`config.mk`:
```
export PLATFORM = sky130hd
export DESIGN_NAME = axi_mem_arbiter
export DESIGN_NICKNAME = d
export VERILOG_FILES = /design/src/rtl/mem_arb_pkg.sv /design/src/rtl/lsu_wstrb_gen.sv /design/src/rtl/axi_mem_arbiter.sv
export SDC_FILE = /design/constraint.sdc
export NUM_CORES = 1
export LEC_CHECK = 0
export CAP_MARGIN = 10
export CORE_ASPECT_RATIO = 1.2
export CORE_MARGIN = 2
export CORE_UTILIZATION = 43
export CTS_CLUSTER_SIZE = 12
export DETAILED_ROUTE_END_ITERATION = 10
export PLACE_DENSITY = 0.93
export REMOVE_ABC_BUFFERS = 1
export SYNTH_ARGS = -nofsm -noshare
export SYNTH_HDL_FRONTEND = slang
export SYNTH_SLANG_ARGS = --single-unit
export TNS_END_PERCENT = 5
```
`constraint.sdc`:
```
create_clock -name ACLK -period 6.2 [get_ports ACLK]
set_input_delay 1.24 -clock ACLK [delete_from_list [all_inputs] [get_ports ACLK]]
set_output_delay 1.24 -clock ACLK [all_outputs]
set_load 0.02 [all_outputs]
```
`src/rtl/mem_arb_pkg.sv`:
```
// mem_arb_pkg: shared types for the fetch/LSU AXI arbiter; response codes follow axi4_types.
package mem_arb_pkg;
  typedef enum logic [1:0] {SZ_BYTE = 2'b00, SZ_HALF = 2'b01, SZ_WORD = 2'b10} size_e;
  typedef enum logic [2:0] {IDLE, AR, R, WR, B, ERR} state_e;
  typedef enum logic {OWN_IF, OWN_LS} owner_e;
  localparam logic [1:0] RESP_SLVERR = 2'b10;
  function automatic size_e norm_size(input logic [1:0] sz);
    return sz[1] ? SZ_WORD : size_e'(sz);
  endfunction
endpackage

```
`src/rtl/lsu_wstrb_gen.sv`:
```
// lsu_wstrb_gen: byte-lane strobes, replicated write data and alignment check for one access.
module lsu_wstrb_gen
  import mem_arb_pkg::*;
(
  input  logic [1:0]  size,
  input  logic [1:0]  addr,
  input  logic [31:0] wdata,
  output logic [3:0]  wstrb,
  output logic [31:0] wdata_rep,
  output logic        misalign
);
  assign wstrb = size == SZ_BYTE ? 4'b0001 << addr :
                 size == SZ_HALF ? 4'b0011 << {addr[1], 1'b0} : 4'b1111;
  assign wdata_rep = size == SZ_BYTE ? {4{wdata[7:0]}} :
                     size == SZ_HALF ? {2{wdata[15:0]}} : wdata;
  assign misalign = size == SZ_HALF ? addr[0] :
                    size == SZ_WORD ? |addr : 1'b0;
endmodule

```
`src/rtl/axi_mem_arbiter.sv`:
```
// axi_mem_arbiter: round-robin share of one single-beat AXI4 master between fetch and LSU.
module axi_mem_arbiter
  import mem_arb_pkg::*;
#(
  parameter int ADDR_WIDTH = 32,
  parameter int DATA_WIDTH = 32
) (
  input  logic                  ACLK,
  input  logic                  ARESET,
  input  logic                  if_req_i,
  input  logic [ADDR_WIDTH-1:0] if_addr_i,
  output logic                  if_gnt_o,
  output logic                  if_rvalid_o,
  input  logic                  ls_req_i,
  input  logic                  ls_we_i,
  input  logic [1:0]            ls_size_i,
  input  logic [ADDR_WIDTH-1:0] ls_addr_i,
  input  logic [DATA_WIDTH-1:0] ls_wdata_i,
  output logic                  ls_gnt_o,
  output logic                  ls_rvalid_o,
  output logic [DATA_WIDTH-1:0] rdata_o,
  output logic                  err_o,
  output logic [ADDR_WIDTH-1:0] m_araddr_o,
  output logic [2:0]            m_arsize_o,
  output logic                  m_arvalid_o,
  input  logic                  m_arready_i,
  input  logic [DATA_WIDTH-1:0] m_rdata_i,
  input  logic [1:0]            m_rresp_i,
  input  logic                  m_rvalid_i,
  output logic                  m_rready_o,
  output logic [ADDR_WIDTH-1:0] m_awaddr_o,
  output logic [2:0]            m_awsize_o,
  output logic                  m_awvalid_o,
  input  logic                  m_awready_i,
  output logic [DATA_WIDTH-1:0] m_wdata_o,
  output logic [3:0]            m_wstrb_o,
  output logic                  m_wlast_o,
  output logic                  m_wvalid_o,
  input  logic                  m_wready_i,
  input  logic [1:0]            m_bresp_i,
  input  logic                  m_bvalid_i,
  output logic                  m_bready_o
);
  state_e state, state_n;
  owner_e last, last_n, owner, owner_n, pick;
  size_e sel_size;
  logic [ADDR_WIDTH-1:0] sel_addr, araddr_n, awaddr_n;
  logic [DATA_WIDTH-1:0] rdata_n, wdata_n, rep;
  logic [2:0] arsize_n, awsize_n;
  logic [3:0] wstrb_n, strb;
  logic mis, if_gnt_n, ls_gnt_n, if_rv_n, ls_rv_n, err_n;
  logic arvalid_n, rready_n, awvalid_n, wvalid_n, bready_n;
  // last holds the most recent winner, so a tie goes to the other requester
  assign pick = (if_req_i && ls_req_i) ? (last == OWN_IF ? OWN_LS : OWN_IF) :
                (if_req_i ? OWN_IF : OWN_LS);
  assign sel_size = pick == OWN_IF ? SZ_WORD : norm_size(ls_size_i);
  assign sel_addr = pick == OWN_IF ? if_addr_i : ls_addr_i;
  assign m_wlast_o = m_wvalid_o;
  lsu_wstrb_gen u_gen (
    .size(sel_size), .addr(sel_addr[1:0]), .wdata(ls_wdata_i),
    .wstrb(strb), .wdata_rep(rep), .misalign(mis)
  );
  always_comb begin
    state_n = state;
    last_n = last;
    owner_n = owner;
    if_gnt_n = 1'b0;
    ls_gnt_n = 1'b0;
    if_rv_n = 1'b0;
    ls_rv_n = 1'b0;
    rdata_n = rdata_o;
    err_n = err_o;
    araddr_n = m_araddr_o;
    arsize_n = m_arsize_o;
    arvalid_n = m_arvalid_o;
    rready_n = m_rready_o;
    awaddr_n = m_awaddr_o;
    awsize_n = m_awsize_o;
    awvalid_n = m_awvalid_o;
    wdata_n = m_wdata_o;
    wstrb_n = m_wstrb_o;
    wvalid_n = m_wvalid_o;
    bready_n = m_bready_o;
    case (state)
      IDLE: if (if_req_i || ls_req_i) begin
        owner_n = pick;
        last_n = pick;
        if_gnt_n = pick == OWN_IF;
        ls_gnt_n = pick == OWN_LS;
        if (mis) state_n = ERR;
        else if (pick == OWN_LS && ls_we_i) begin
          awaddr_n = ls_addr_i;
          awsize_n = {1'b0, sel_size};
          awvalid_n = 1'b1;
          wdata_n = rep;
          wstrb_n = strb;
          wvalid_n = 1'b1;
          state_n = WR;
        end else begin
          araddr_n = sel_addr;
          arsize_n = {1'b0, sel_size};
          arvalid_n = 1'b1;
          state_n = AR;
        end
      end
      ERR: begin
        if_rv_n = owner == OWN_IF;
        ls_rv_n = owner == OWN_LS;
        rdata_n = '0;
        err_n = 1'b1;
        state_n = IDLE;
      end
      AR: if (m_arready_i) begin
        arvalid_n = 1'b0;
        rready_n = 1'b1;
        state_n = R;
      end
      R: if (m_rvalid_i) begin
        if_rv_n = owner == OWN_IF;
        ls_rv_n = owner == OWN_LS;
        rdata_n = m_rdata_i;
        err_n = m_rresp_i >= RESP_SLVERR;
        rready_n = 1'b0;
        state_n = IDLE;
      end
      WR: begin
        if (m_awready_i) awvalid_n = 1'b0;
        if (m_wready_i) wvalid_n = 1'b0;
        if ((!m_awvalid_o || m_awready_i) && (!m_wvalid_o || m_wready_i)) begin
          bready_n = 1'b1;
          state_n = B;
        end
      end
      B: if (m_bvalid_i) begin
        ls_rv_n = 1'b1;
        err_n = m_bresp_i >= RESP_SLVERR;
        bready_n = 1'b0;
        state_n = IDLE;
      end
      default: state_n = IDLE;
    endcase
  end
  always_ff @(posedge ACLK or posedge ARESET) begin
    if (ARESET) begin
      state <= IDLE;
      last <= OWN_LS;
      owner <= OWN_IF;
      if_gnt_o <= 1'b0;
      ls_gnt_o <= 1'b0;
      if_rvalid_o <= 1'b0;
      ls_rvalid_o <= 1'b0;
      rdata_o <= '0;
      err_o <= 1'b0;
      m_araddr_o <= '0;
      m_arsize_o <= '0;
      m_arvalid_o <= 1'b0;
      m_rready_o <= 1'b0;
      m_awaddr_o <= '0;
      m_awsize_o <= '0;
      m_awvalid_o <= 1'b0;
      m_wdata_o <= '0;
      m_wstrb_o <= '0;
      m_wvalid_o <= 1'b0;
      m_bready_o <= 1'b0;
    end else begin
      state <= state_n;
      last <= last_n;
      owner <= owner_n;
      if_gnt_o <= if_gnt_n;
      ls_gnt_o <= ls_gnt_n;
      if_rvalid_o <= if_rv_n;
      ls_rvalid_o <= ls_rv_n;
      rdata_o <= rdata_n;
      err_o <= err_n;
      m_araddr_o <= araddr_n;
      m_arsize_o <= arsize_n;
      m_arvalid_o <= arvalid_n;
      m_rready_o <= rready_n;
      m_awaddr_o <= awaddr_n;
      m_awsize_o <= awsize_n;
      m_awvalid_o <= awvalid_n;
      m_wdata_o <= wdata_n;
      m_wstrb_o <= wstrb_n;
      m_wvalid_o <= wvalid_n;
      m_bready_o <= bready_n;
    end
  end
endmodule

```
; After elaboration in Yosys (flattened, before gate mapping)
; Cells that the tools add are included.
[word_totals]
input_bits = 144
ff_bits = 151
output_inout_bits = 149
wordCells = 125
[classes]
reduce_logical = 28
n_shift = 2
mux = 52
eq_ne = 17
n_bitwise = 4
order_cmp = 2
[op_table]
columns = op, count
row1 = $mux W32, 4
row2 = $pmux W32 S2, 1
row3 = $mux W1, 27
row4 = $ne A2 B2 Y1 const B, 10
row5 = $reduce_and A5 Y1, 4
row6 = $mux W3, 6
row7 = $pmux W3 S5, 1
row8 = $pmux W1 S2, 6
row9 = $reduce_bool A2 Y1, 5
row10 = $reduce_and A3 Y1, 3
row11 = $mux W4, 2
row12 = $reduce_and A4 Y1, 2
row13 = $eq A3 B2 Y1 const B, 2
row14 = $eq A3 B3 Y1 const B, 2
row15 = $mux W2, 3
row16 = $pmux W1 S3, 2
row17 = $ge A2 B2 Y1 const B, 2
row18 = $not A1 Y1, 4
row19 = $reduce_and A2 Y1, 2
row20 = $shl A1 B2 Y4 const A, 1
row21 = $shl A2 B2 Y4 const A, 1
row22 = $eq A3 B1 Y1 const B, 1
row23 = $logic_and A1 B1 Y1, 3
row24 = $logic_not A3 Y1, 1
row25 = 7 further kinds, 10

; Depth between registers and ports, before layout
; Gate-level depths: netlist of the first run.
[logic_depth]
word_depth = 9
depth_mapped = 7
depth_no_buf = 4

; By module
; Synthesis of the first run repeated with hierarchy kept, for this count alone.
[hier_totals]
hier_cells = 545
hier_area_um2 = 7175.6
[by_module_without_submodules]
columns = module, cells_each, n_inst, seq_area_each_um2, area_per_inst_um2
row1 = axi_mem_arbiter, 482, 1, 3779.9, 6655.1
row2 = lsu_wstrb_gen, 63, 1, 0.0, 520.5

; Least setup slack after synthesis of the first run
; OpenSTA, ideal clock, no wires.
[synth_path]
kind = input to register
start = input port if_req_i
end = register m_araddr_o[17]
cell_stages = 6
t_arrival_ns = 2.736
setup_ns = 0.125
path_buffers = 2
required_ns = 6.075
setup_slack_ns = 3.339
path_cell_list = buf_4 -> inv_1 -> or4_4 -> a21oi_4 -> buf_6 -> mux2_2
[synth_via]
elab_chain_len = 8
word_cells_on_any_way = 15
cone_classes = eq/ne: 2 / mux: 6 / bitwise: 2 / reduce/logical: 5
[synth_rtl]
columns = item, line_no
row1 = from (decl), axi_mem_arbiter.sv:10  ; input logic if_req_i,
row2 = $mux W1 / $logic_and A1 B1 Y1 (equally long branches), "axi_mem_arbiter.sv:55, axi_mem_arbiter.sv:54"
row3 = $mux W1, axi_mem_arbiter.sv:54  ; assign pick = (if_req_i && ls_req_i) ? (last == OWN_IF ? OWN_LS : OWN_IF) :
row4 = $mux W2 / $mux W32 (equally long branches), "axi_mem_arbiter.sv:56, axi_mem_arbiter.sv:57"
row5 = $eq A2 B2 Y1 / $reduce_or A2 Y1 (equally long branches), lsu_wstrb_gen.sv:17  ; size == SZ_WORD ? |addr : 1'b0;
row6 = $mux W1, lsu_wstrb_gen.sv:17
row7 = $mux W1, lsu_wstrb_gen.sv:16  ; assign misalign = size == SZ_HALF ? addr[0] :
row8 = $not A1 Y1 (no source line), --
row9 = $reduce_and A4 Y1 (no source line), --
row10 = to (signal assigned), axi_mem_arbiter.sv:175  ; m_araddr_o <= araddr_n;
row11 = to (decl), axi_mem_arbiter.sv:23  ; output logic [ADDR_WIDTH-1:0] m_araddr_o,
; Several ways; a longest one is shown, not always the timed one.
; A chain may end at the register's enable or synchronous reset.

; Worst setup path in the final report of the first run
[layout_path]
start = input port if_req_i
end = register m_araddr_o[29]
; The elaborated chain is that of the path after synthesis.

==> qor.yml, run 1 <==
pwr:
  total_power_mw: 5.09
  ir_drop_mv: 0.293
  p_per_area_nw_per_um2: 492
  power.leakage_nw: 4.32
timing:
  finalSetupViolCount: 0
  grt_setup_unrepaired: "no"
  slew_violations: 0
  clock-skew-final_ns: 0.00703
  period_share: 0.601
  tns_ns: 0
  hold_viol: 0
  maxSlewHeadroom: 0.186
  worst_pin_slew_ns: 1.21
  max_freq_mhz: 268
  final.min_clock_period_ns: 3.73
clock_network:
  ctsResizeCount: 0
  cts_buffer_depth: 2
  clk-insertion-delay-late_ns: 0.41
  cts_setup_buffers: 0
  cts_buffers: 17
  cts_max_level: 4
  cts_tree: "done"
  cts_sinks: 151
  clk_pin_slew_ns: 0.06
  hold_buffers: 0
  cts_root_buf: "clkbuf_16"
critical_path:
  arrival_ns: 4.02
  critPathKind: "in -> reg"
  worst_setup_path_start_kind: "primary input"
  cpMaxStageDelayCell: "clkdlybuf4s50_1"
  critPathBufInv: 2
  critical_path.top_delay_family: "buffers and inverters"
  reg2reg_from: "state[0]$_DFFE_PP0P_"
  r2r_setup_slack_ns: 3.34
  rr_endpoint: "m_araddr_o[29]$_DFFE_PP0P_"
  worstPathCellList: "clkdlybuf4s50_1 -> nor2_1 -> or4_1 -> a21oi_4 -> buf_4 -> mux2_2"
  crit_fanout: 18
  crit_path_end_kind: "flop"
  required_ns: 6.49
  worst_r2r_path_depth: 4
  crit_cells: 6
  crit_path_max_incr_delay_ns: 0.70
synthesis:
  ys.flop_type: "dfrtp_1"
  ys_seq_area_frac: 0.558
  async_flop_share: 1.00
  netlist_area_um2: 6780
  synth_seq_cells: 151
  avgSynthCellArea_um2: 13.3
  ys_warn_count: 0
  synth_edf_count: 0
  syn_inst: 508
  synth.distinct_cells: 47
job:
  max_cap_violations: 0
place:
  dp_cells: 978
  placed_area_um2: 9780
  place_hpwl_um: 13600
  portBuffers: 288
  place_congestion: 0.818
detailed_routing:
  dr.pass1.iters: 4
  antenna_left: 0
  finalWirelength_um: 18600
  drc: 0
  routed_via_density: 5.13
  drtIter0Drc: 256
  vias: 5169
  wl_per_cell_um: 18.5
floorplanning:
  num_rows: 50
  die_w_um: 119
  core_um2: 15500
  start_util: 0.437
  ios: 293
  die_h_um: 142
  fp.dieArea_um2: 16800
grt:
  grt_antenna_before_repair: 0
  overflow: 0
  grt_use_total: 0.223
  grt_pass1_vias: 5498
  grt_max_degree: 80
  grt_pass1_wl_um: 29300
final_layout:
  syn_to_final_growth_pct: 52.5
  antennaDiodeCount: 0
  final_area_um2: 10300
  layout.cells.non_filler: 1008
  nets: 933
  drive_gt1_frac: 0.259
min_path:
  hold_path.class: "reg -> reg"
  whs_endpoint: "if_rvalid_o$_DFF_PP0_"
  holdPathStages: 1
  hp-start: "owner$_DFFE_PP0P_"
run_status:
  outcome: "finished clean"
-- through the flow --
| step | worst slack (ns) | utilization | hold slack (ns) |
|---|---|---|---|
| after global placement | 2.06 | 0.631 | 0.421 |
| after CTS | 2.49 | 0.666 | 0.437 |
| after floorplan | 0.897 | - | 0.403 |
| after detailed placement | 2.07 | 0.631 | 0.435 |
| after global routing | 2.37 | 0.666 | 0.454 |
| final | 2.47 | 0.666 | 0.437 |
-- cells in the mapped netlist (2+ instances only) --
library cell | n | area [um2]
a21oi_1 | 6 | 30.0
a22o_1 | 13 | 114
buf_2 | 5 | 25.0
buf_4 | 4 | 30.0
buf_6 | 10 | 113
clkbuf_1 | 13 | 48.8
dfrtp_1 | 150 | 3750
inv_1 | 8 | 30.0
mux2_1 | 6 | 67.6
mux2_2 | 155 | 1750
mux2_4 | 5 | 75.1
nand2_1 | 46 | 173
nand2b_1 | 7 | 43.8
nand3_1 | 2 | 10.0
nor2_1 | 9 | 33.8
nor2b_1 | 5 | 31.3
nor3_1 | 2 | 10.0
o21a_1 | 3 | 22.5
o21ai_0 | 31 | 155
-- where the power goes --
part	internal, mW	total, mW	switching, mW
registers	1.44	1.72	0.277
clock network	0.578	0.968	0.390
logic	1.24	2.40	1.16
-- worst max path at each step --
stage,startpoint,end,slack [ns]
after CTS,if_req_i,m_araddr_o[29]$_DFFE_PP0P_,2.49
after floorplan,ARESET,err_o$_DFFE_PP0P_,0.90
final,if_req_i,m_araddr_o[29]$_DFFE_PP0P_,2.47
after global routing,ls_size_i[0],m_wdata_o[11]$_DFFE_PP0P_,2.37
after global placement,ls_size_i[0],m_awaddr_o[14]$_DFFE_PP0P_,2.06
after detailed placement,if_req_i,m_araddr_o[29]$_DFFE_PP0P_,2.07
-- cells by family after synthesis --
family                 synth area share
and+or+nand+nor                  0.0578
DFF                               0.558
muxes                             0.280
buffers and inverters            0.0377
AOI/OAI and AO/OA                0.0659
other                          0.000553
-- per-layer routing --
layer  vias to the layer above  global-route usage  routed length [um]
li1                       2355                   -                   -
met3                        34              0.0607                1140
met2                       187               0.396                9960
met1                      2593               0.253                7070
met5                         -                   0                   0
met4                         0              0.0946                 476
-- cells in the final DEF, fill, tap and decap left out, types with 2 or more instances in the layout --
master	synthesis	routed
dfrtp_1	150	150
buf_4	4	7
o21a_1	3	3
a22o_1	13	13
nor2_1	9	9
mux2_2	155	155
mux2_4	5	5
nand2_1	46	46
o21ai_0	31	31
a21oi_4	1	2
clkbuf_8	0	3
nand3_1	2	2
nor2b_1	5	5
conb_1	1	2
clkdlybuf4s50_1	0	288
nand2b_1	7	7
mux2_1	6	6
clkbuf_1	13	2
inv_1	8	7
clkinv_2	0	4
clkinv_4	0	2
clkbuf_16	0	17
nor3_1	2	2
a21oi_1	6	4
-- registers in the layout, indices dropped and copies added, names as in the netlist --
signal       flops
m_bready_o       1
m_araddr_o      32
ls_gnt_o         1
m_arsize_o       2
m_wlast_o        1
ls_rvalid_o      1
if_rvalid_o      1
m_awaddr_o      32
if_gnt_o         1
owner            1
last             1
m_awsize_o       2
m_awvalid_o      1
m_rready_o       1
m_wdata_o       32
m_wstrb_o        4
state            3
err_o            1
m_arvalid_o      1
rdata_o         32
-- layout make-up --
| cell class | count | area (um2) |
|---|---|---|
| timing repair buffer | 295 | 2940 |
| multi-input combinational | 316 | 2770 |
| clock inverter | 8 | 75.1 |
| clock buffer | 22 | 474 |
| fill | 1171 | 5180 |
| tap | 208 | 260 |
| inverter | 8 | 35.0 |
| sequential | 151 | 3780 |
(Power assumes the default switching activity.)
==> run 2: changes to the inputs <==
- clock period: 6.2 -> 3.75 ns (I/O delays scaled with it)
==> run 2 against run 1 <==
Largest power group unchanged. Wire length grew 1.9%. Non-clock buffer count increased by 5. Global-route usage up 0.53 points. Combinational power grew 67%.
==> qor.yml, run 2 (same netlist as run 1, synthesis figures left out) <==
timing:
  hold_slack_ns: 0.434  # was 0.437 ns
  maxSlewHeadroom: 0.551  # was 0.186
  grt_setup_unrepaired: "no"  # unchanged
  tns_ns: 0  # unchanged
  period_share: 0.710
  worst_pin_slew_ns: 0.674  # was 1.21 ns
  finalSetupViolCount: 0  # unchanged
  slew_violations: 0  # unchanged
  clock-skew-final_ns: 0.00717  # was 0.00703 ns
  max_freq_mhz: 375
  final.min_clock_period_ns: 2.66
  hold_viol: 0  # unchanged
grt:
  grt_pass1_vias: 5641  # was 5498
  grt_max_degree: 75  # was 80
  grt_antenna_before_repair: 0  # unchanged
  grt_pass1_wl_um: 30000  # was 29300 um
  overflow: 0  # unchanged
  grt_use_total: 0.229  # was 0.223
pwr:
  cellInternalPower_mw: 5.63  # was 3.26 mW
  power.leakage_nw: 4.40  # was 4.32 nW
  p_sw_frac: 0.352  # was 0.359
  seq_power_share: 0.327  # was 0.338
  netSwitchingPower_mw: 3.06  # was 1.83 mW
  p_per_area_nw_per_um2: 827  # was 492 nW/um2
  p_clk_frac: 0.212  # was 0.190
  share_comb_of_total_power: 0.461  # was 0.472
  total_power_mw: 8.69  # was 5.09 mW
  ir_drop_mv: 0.547  # was 0.293 mV
clock_network:
  cts_buffers: 17  # unchanged
  clk-insertion-delay-late_ns: 0.42  # was 0.41 ns
  cts_tree: "done"  # unchanged
  cts_root_buf: "clkbuf_16"  # unchanged
  cts_sinks: 151  # unchanged
  cts_max_level: 4  # unchanged
  ctsResizeCount: 0  # unchanged
  cts_setup_buffers: 0  # unchanged
  cts_buffer_depth: 2  # unchanged
  hold_buffers: 0  # unchanged
  clk_pin_slew_ns: 0.06  # about the same
final_layout:
  drive_gt1_frac: 0.266  # was 0.259
  layout_commonest_cell: "clkdlybuf4s50_1"  # unchanged
  layout.cells.non_filler: 1015  # was 1008
  mostFrequentLayoutCells: "clkdlybuf4s50_1, mux2_2, dfrtp_1"  # unchanged
  nets: 938  # was 933
  antennaDiodeCount: 0  # unchanged
  syn_to_final_growth_pct: 55.0  # was 52.5%
run_status:
  outcome: "finished clean"  # unchanged
place:
  place_hpwl_um: 13700  # was 13600 um
  portBuffers: 288  # unchanged
  dp_cells: 982  # was 978
  place_congestion: 0.818  # about the same
detailed_routing:
  drtIter0Drc: 263  # was 256
  finalWirelength_um: 19000  # was 18600 um
  drc: 0  # unchanged
  routed_via_density: 5.16  # was 5.13
  antenna_left: 0  # unchanged
  vias: 5234  # was 5169
  wl_per_cell_um: 18.7  # was 18.5 um
  dr.pass1.iters: 5  # was 4
min_path:
  hold_path.class: "reg -> reg"  # unchanged
floorplanning:
  num_rows: 50  # unchanged
  start_util: 0.437  # unchanged
  fp.dieArea_um2: 16800  # unchanged
  ios: 293  # unchanged
  core_um2: 15500  # unchanged
  die_w_um: 119  # unchanged
  die_h_um: 142  # unchanged
critical_path:
  critical_path.top_delay_family: "buffers and inverters"  # unchanged
  r2r_setup_slack_ns: 1.44  # was 3.34 ns
  critPathBufInv: 2  # unchanged
  worstPathCellList: "clkdlybuf4s50_1 -> nor2_1 -> or4_1 -> a21oi_4 -> buf_12 -> mux2_2"  # was clkdlybuf4s50_1 -> nor2_1 -> or4_1 -> a21oi_4 -> buf_4 -> mux2_2
  required_ns: 4.04  # was 6.49 ns
  arrival_ns: 2.96  # was 4.02 ns
  cpMaxStageDelayCell: "clkdlybuf4s50_1"  # unchanged
  worst_setup_path_start_kind: "primary input"  # unchanged
  crit_path_end_kind: "flop"  # unchanged
  critPathKind: "in -> reg"  # unchanged
  crit_path_max_incr_delay_ns: 0.70  # about the same
  crit_fanout: 35  # was 18
job:
  max_cap_violations: 0  # unchanged
run 2: cell types whose count changed in the layout (fill, tap and decap cells not counted):
cell,before,now
buf_12,0,3
buf_4,7,8
buf_6,0,1
bufinv_16,1,4
clkbuf_1,2,1
clkinv_2,4,3
clkinv_4,2,1
inv_6,1,3
run 2: stage by stage:
step / area [um2] / setup WS [ns] / util
finish: 10500 / 1.09 / 0.677
global route: 10500 / 0.989 / 0.677
CTS: 10500 / 1.09 / 0.676
detailed placement: 9850 / 0.660 / 0.635
global placement: 9850 / 0.698 / 0.635
floorplan: 6550 / -1.06 / -
run 2: worst register-to-register path, cell delays in order, from the launching register on:
cell and delay [ns]:
dfrtp_1 0.60, or4_1 0.75, a21oi_4 0.20, buf_12 0.25, mux2_2 0.39
run 2: final timing paths:
path | start | depth (start not counted) | end
min in group asynchronous | ARESET | 2 | rdata_o[2]$_DFFE_PP0P_
worst max register to register | state[0]$_DFFE_PP0P_ | 4 | m_araddr_o[17]$_DFFE_PP0P_
worst min-delay path | owner$_DFFE_PP0P_ | 1 | if_rvalid_o$_DFF_PP0_
worst min register to register | owner$_DFFE_PP0P_ | 1 | if_rvalid_o$_DFF_PP0_
worst max-delay path | if_req_i | 6 | m_araddr_o[17]$_DFFE_PP0P_
max in group asynchronous | ARESET | 3 | rdata_o[17]$_DFFE_PP0P_
run 2: metal layers:
| layer | routed length [um] | vias to the layer above | global-route usage |
|---|---|---|---|
| met1 | 7270 | 2610 | 0.264 |
| met5 | 0 | - | 0 |
| met2 | 9910 | 204 | 0.390 |
| met4 | 739 | 0 | 0.114 |
| met3 | 1100 | 49 | 0.0643 |
| li1 | - | 2371 | - |
run 2: cell type report:
class	instances	area [um2]
repair buffers	300	3010
clock inverters	11	169
multi-input cells	316	2770
flip-flops and latches	151	3780
clock buffers	21	470
fillers	1161	5010
inverters	8	35.0
well taps	208	260
run 2: power groups by stage:
stage          registers [mW]  clock network (mW)  logic, mW
3_5_place_dp             2.86                   0       4.01
3_3_place_gp             2.80                   0       3.93
4_1_cts                  2.84                1.88       4.04
2_1_floorplan            3.71                   0       1.06
5_1_grt                  2.93                1.94       4.22
6_report                 2.84                1.84       4.01
